**config.mk**
```make
export PLATFORM = sky130hd
export DESIGN_NAME = mem_port_arbiter
export DESIGN_NICKNAME = d
export VERILOG_FILES = /design/src/rtl/mem_port_arbiter.sv
export SDC_FILE = /design/constraint.sdc
export NUM_CORES = 1
export LEC_CHECK = 0
export ABC_AREA = 0
export CORE_ASPECT_RATIO = 1.1
export CORE_MARGIN = 8
export CORE_UTILIZATION = 37
export DETAILED_ROUTE_END_ITERATION = 6
export PLACE_DENSITY_LB_ADDON = 0.1
export RECOVER_POWER = 50
export SETUP_SLACK_MARGIN = 0.1
export SLEW_MARGIN = 20
export SYNTH_ARGS = -nofsm -noshare
export SYNTH_HDL_FRONTEND = slang
export SYNTH_SLANG_ARGS = --single-unit
```
**constraint.sdc**
```tcl
create_clock -name clk -period 2.2 [get_ports clk]
set_clock_uncertainty 0.1 [all_clocks]
set_input_delay 0.22 -clock clk [delete_from_list [all_inputs] [get_ports clk]]
set_output_delay 0.22 -clock clk [all_outputs]
set_load 0.03 [all_outputs]
```
**src/rtl/mem_port_arbiter.sv**
```systemverilog
// rtl/mem_port_arbiter.sv - two-port valid/ready arbiter for the single-port unified memory
module mem_port_arbiter #(
  parameter bit          FAIR           = 1'b1,
  parameter logic [31:0] RDATA_ON_WRITE = 32'h0
) (
  input  logic        clk,
  input  logic        reset,
  input  logic [1:0]  req_valid,
  output logic [1:0]  req_ready,
  input  logic [31:0] req_addr0,
  input  logic [31:0] req_addr1,
  input  logic [1:0]  req_wen,
  input  logic [31:0] req_wdata0,
  input  logic [31:0] req_wdata1,
  input  logic [2:0]  req_func3_0,
  input  logic [2:0]  req_func3_1,
  output logic [1:0]  rsp_valid,
  output logic [31:0] rsp_rdata,
  output logic [31:0] mem_addr,
  output logic        mem_wen,
  output logic [31:0] mem_wdata,
  output logic [2:0]  mem_func3,
  input  logic [31:0] mem_rd
);

  typedef enum logic [1:0] {
    IDLE  = 2'd0,
    ISSUE = 2'd1,
    RESP  = 2'd2
  } state_t;

  state_t      state_q, state_d;
  logic        last_grant_q, last_grant_d;
  logic [31:0] hold_addr_q, hold_addr_d;
  logic [31:0] hold_wdata_q, hold_wdata_d;
  logic [2:0]  hold_func3_q, hold_func3_d;
  logic        hold_wen_q, hold_wen_d;
  logic        hold_owner_q, hold_owner_d;
  logic [1:0]  grant;
  logic        accept;

  // Grant is only offered to a valid port, so any grant bit is an accept.
  always_comb begin
    grant = 2'b00;
    if (!reset && state_q != ISSUE) begin
      case (req_valid)
        2'b01:   grant = 2'b01;
        2'b10:   grant = 2'b10;
        2'b11:   grant = (FAIR && !last_grant_q) ? 2'b10 : 2'b01;
        default: grant = 2'b00;
      endcase
    end
  end

  assign req_ready = grant;
  assign accept    = |grant;

  always_comb begin
    state_d      = state_q;
    last_grant_d = last_grant_q;
    hold_addr_d  = hold_addr_q;
    hold_wdata_d = hold_wdata_q;
    hold_func3_d = hold_func3_q;
    hold_wen_d   = hold_wen_q;
    hold_owner_d = hold_owner_q;

    case (state_q)
      IDLE:    state_d = accept ? ISSUE : IDLE;
      ISSUE:   state_d = RESP;
      RESP:    state_d = accept ? ISSUE : IDLE;
      default: state_d = IDLE;
    endcase

    if (accept) begin
      last_grant_d = grant[1];
      hold_owner_d = grant[1];
      hold_addr_d  = grant[1] ? req_addr1   : req_addr0;
      hold_wdata_d = grant[1] ? req_wdata1  : req_wdata0;
      hold_func3_d = grant[1] ? req_func3_1 : req_func3_0;
      hold_wen_d   = grant[1] ? req_wen[1]  : req_wen[0];
    end
  end

  always_ff @(posedge clk) begin
    if (reset) begin
      state_q      <= IDLE;
      last_grant_q <= 1'b1;
      hold_addr_q  <= 32'h0;
      hold_wdata_q <= 32'h0;
      hold_func3_q <= 3'b000;
      hold_wen_q   <= 1'b0;
      hold_owner_q <= 1'b0;
    end else begin
      state_q      <= state_d;
      last_grant_q <= last_grant_d;
      hold_addr_q  <= hold_addr_d;
      hold_wdata_q <= hold_wdata_d;
      hold_func3_q <= hold_func3_d;
      hold_wen_q   <= hold_wen_d;
      hold_owner_q <= hold_owner_d;
    end
  end

  // Holding registers only change on accept, so the address naturally holds outside ISSUE.
  assign mem_addr  = hold_addr_q;
  assign mem_wdata = hold_wdata_q;
  assign mem_wen   = (state_q == ISSUE) && hold_wen_q;
  assign mem_func3 = (state_q == ISSUE) ? hold_func3_q : 3'b010;

  assign rsp_valid = (state_q != RESP) ? 2'b00 : (hold_owner_q ? 2'b10 : 2'b01);
  assign rsp_rdata = (state_q != RESP) ? 32'h0 : (hold_wen_q ? RDATA_ON_WRITE : mem_rd);

endmodule

```
# After elaboration in Yosys (flattened, before gate mapping)
# Index checks and enable logic that the tools add are counted.
totals:
  regBits: 72
  inputBits: 172
  wordCells: 34
op_classes:
  n_eq_ne: 7
  mux: 14
  n_reduce_logical: 6
op_table:
  columns: ["op", "count"]
  rows:
  - ["$mux W32", 4]
  - ["$mux W2", 4]
  - ["$eq A2 B2 Y1 const B", 3]
  - ["$mux W3", 2]
  - ["$pmux W2 S3", 1]
  - ["$eq A2 B1 Y1 const B", 2]
  - ["$pmux W2 S2", 1]
  - ["$reduce_or A2 Y1", 2]
  - ["$logic_and A1 B1 Y1", 2]
  - ["$logic_not A2 Y1", 1]
  - ["$mux W1", 2]
  - ["$ne A2 B1 Y1 const B", 1]
  - ["$ne A2 B2 Y1 const B", 1]
  - ["$logic_not A1 Y1", 1]

# Depth between registers and ports, before layout
depth:
  depth_word: 6
  ltp_mapped: 8
  ltp_nobuf: 3

# Least setup slack after synthesis
# Ideal clock, no wire load.
synth_path:
  path_kind: "flip-flop to output port"
  startpoint: "reg state_q[1]"
  endpoint: "out req_ready[1]"
  arrival_ns: 1.524
  slack_ns: 0.356
  path_stages_with_launch: 7
  path_buffers: 3
  cell_sequence: "dfxtp_1 nand2b_1 clkbuf_2 buf_2 buf_1 nand3_1 nor2_1"
synth_via:
  elab_chain_cells: 3
synth_rtl:
  columns: ["item", "line", "rtl"]
  rows:
  - ["from (decl)", "32", "state_t state_q, state_d;"]
  - ["from (signal assigned)", "94", "state_q <= state_d;"]
  - ["$ne A2 B1 Y1", "45", "if (!reset && state_q != ISSUE) begin"]
  - ["$logic_and A1 B1 Y1", "45", null]
  - ["$mux W2", "45", null]
  - ["to (decl)", "9", "output logic [1:0] req_ready,"]
# No other way between the ends.

# Worst setup path after layout
layout_path:
  startpoint: "reg state_q[0]"
  endpoint: "out rsp_rdata[29]"
layout_via:
  elab_chain_cells: 2
layout_rtl:
  columns: ["item", "line", "rtl"]
  rows:
  - ["$ne A2 B2 Y1", "111", "assign rsp_rdata = (state_q != RESP) ? 32'h0 : (hold_wen_q ? RDATA_ON_WRITE : mem_rd);"]
  - ["$mux W32", "111", null]
  - ["to (decl)", "18", "output logic [31:0] rsp_rdata,"]
# No other way between the ends.

==> impl_metrics.toml <==
[floorplan]
start_util = 0.380
die_h_microns = 127
ios = 276
die_area_sq_mm = 0.0149
rows = 40
fp.dieW_microns = 117
core_sq_mm = 0.0110

[power]
power-per-cell-area_mw_per_mm2 = 600
p_leak_nw = 2.65
vdd_ir_drop_max_mv = 0.308

[drt]
vias_per_cell = 6.00
dr.pass1.iters = 5
vias = 5187
ant_nets = 0
drc = 0
drtIter0Drc = 422
routed_wl_microns = 19600
routedWlPerCell_microns = 22.7

[layout]
postLayoutCellArea_sq_mm = 0.00720
nNetsFinal = 884
layout_commonest_cell = "clkdlybuf4s50_1"
areaGrowthSynthToFinish_pct = 73.0
drive_above_1_share = 0.137
stdcell_count = 864
final_cell_mix = "clkdlybuf4s50_1, dfxtp_1, a21oi_1"

[sta]
max_freq_mhz = 501
drv_slew = 0
finalSetupViolCount = 0
worst_pin_slew_ps = 648
finalWorstSetupSlack_ps = 204
hold_violations = 0
setup_tns_ps = 0
rsz0062_at_grt = "true"
timing.final.crit_period_ps = 2000
fin_crit_sh = 0.907
relSlewSlack = 0.568

[global_routing]
grt_use_total = 0.245
antenna_found_initial = 2
overflow = 0
grt_pass1_wl_microns = 28600
grt_max_degree = 74
grt_pass1_vias = 5097

[yosys]
syn_inst = 485
synth_nets = 657
syn_avg_cell_area_sq_um = 8.58
yosys_warnings = 0
seq_area_frac_synth = 0.346
synth_cell_types = 27
synth_area_sq_mm = 0.00416
ys_ff_latch = 72

[critical_path]
crit_family = "simple AND/OR/NAND/NOR gates"
r2r-end = "mem_addr[16]"
r2r_cells = 4
rr_startpoint = "state_q[1]"
cpPeakStageDelay_ps = 350
critPathCaptureType = "primary output"
crit_buf_inv = 2
crit_required_ps = 1880
worstSetupPathType = "reg2out"
worstPathMaxFanout = 16
rrSetupSlack_ps = 310
cpMaxStageDelayCell = "dfxtp_1"
crit_path_start_kind = "flip-flop"
worstPathCellList = "nand2b_1 -> nor2_4 -> clkbuf_4 -> and2_1 -> buf_4"
crit_arrival_ps = 1680

[clocking]
cts_tree = "built"
cts_num_sinks = 72
ctsRootBufferMaster = "clkbuf_16"
clk_path_buf_depth = 2
clkTransAtPathRegs_ps = 60
clock_latency_ps = 330
numCtsBuffers = 9
ctsHtreeMaxLevel = 3

[outcome]
status = "finished clean"

[worst_hold_path]
holdCritPathClass = "in2reg"
hold_end = "mem_wdata[21]"
whs_path_depth = 3
hold_start = "req_valid[1]"

[placement]
gp_congestion = 0.791
dp_slack_ps = 147
io_buffers = 275
place_area_sq_mm = 0.00694
hpwl_microns = 13900
place_inst = 847

[run]
cap_viol_max_count = 0
-- cell families after synthesis --
| family | count (synthesis) | synth area share |
|---|---|---|
| buf+inv | 83 | 0.0902 |
| compound gates | 211 | 0.390 |
| simple gates | 119 | 0.173 |
| flops | 72 | 0.346 |
-- per-layer routing --
metal  part of all wire  track usage  routed length, microns
met5            0.00066            0                      13
met4              0.020       0.0890                     399
met3              0.099       0.0702                    1940
met2               0.50        0.426                    9870
met1               0.38        0.276                    7380
-- power by group --
part           internal (mW)  leakage, nW  switching (mW)
clock network          0.815        0.134           0.557
registers               1.42        0.595          0.0658
logic                  0.660         1.92           0.803
total                   2.90         2.65            1.43
-- Yosys cell counts --
| cell type | n | share of area |
|---|---|---|
| a211oi_1 | 1 | 0.0018 |
| nor3_1 | 2 | 0.0024 |
| buf_6 | 5 | 0.014 |
| a21oi_2 | 1 | 0.0021 |
| inv_2 | 1 | 0.00090 |
| o21ai_0 | 1 | 0.0012 |
| inv_1 | 2 | 0.0018 |
| nand2_1 | 2 | 0.0018 |
| o31ai_1 | 68 | 0.12 |
| and2_1 | 36 | 0.054 |
| a211o_1 | 1 | 0.0021 |
| nor2b_1 | 1 | 0.0015 |
| nand3_1 | 1 | 0.0012 |
| clkbuf_2 | 1 | 0.0012 |
| dfxtp_1 | 72 | 0.35 |
| o21ba_1 | 1 | 0.0024 |
| clkbuf_1 | 50 | 0.045 |
| nand2b_1 | 3 | 0.0045 |
| buf_2 | 17 | 0.020 |
| nand4_1 | 68 | 0.10 |
| buf_1 | 6 | 0.0054 |
| a21o_1 | 1 | 0.0018 |
| a21oi_1 | 69 | 0.083 |
| a311oi_1 | 48 | 0.10 |
| nor2_1 | 6 | 0.0054 |
| a311oi_2 | 20 | 0.072 |
| buf_4 | 1 | 0.0018 |
-- layout make-up --
type	instances	area, sq um
inverters	3	11.3
well taps	147	184
clock inverters	3	17.5
fillers	922	3760
clock buffers	12	256
diodes	1	2.50
flip-flops and latches	72	1440
repair buffers	296	2930
multi-input cells	330	2360
-- worst register-to-register path: stages, from the launching register on --
cell      delay [ps]
dfxtp_1          390
nand2b_4         390
and2_0           220
clkbuf_4         460
a311oi_1         190
-- repair_timing --
item / in CTS / in global routing
gates cloned: 0 / 1
endpoints found under the hold margin: 0 / 0
setup endpoints to repair: 2 / 34
hold buffers: 0 / 0
pin swaps: 0 / 1
gates resized for setup: 1 / 6
setup buffers: 0 / 0
-- registers in the layout, indices dropped and copies added (netlist names) --
register	count
state_q	2
hold_owner_q	1
last_grant_q	1
mem_wdata	32
hold_func3_q	3
hold_wen_q	1
mem_addr	32
-- worst max path at each step --
stage                     depth (start not counted)  slack (ps)       endpoint         start
after floorplan                                   6         360   req_ready[1]    state_q[1]
after global placement                            5         260   mem_addr[22]  req_valid[0]
after detailed placement                          5         150   mem_addr[22]  req_valid[0]
after CTS                                         4          50   req_ready[0]    state_q[1]
after global routing                              5          90  rsp_rdata[28]    state_q[0]
final                                             5         200  rsp_rdata[29]    state_q[0]
-- stage by stage --
| step | hold WS (ps) | total power [mW] | util |
|---|---|---|---|
| 6_report | 183 | 4.32 | 0.657 |
| 5_1_grt | 205 | 4.51 | 0.657 |
| 4_1_cts | 202 | 4.39 | 0.658 |
| 3_5_place_dp | 408 | 3.02 | 0.634 |
| 3_3_place_gp | 400 | 3.00 | 0.634 |
| 2_1_floorplan | 275 | 2.28 | - |
(Power assumes the default switching activity.)
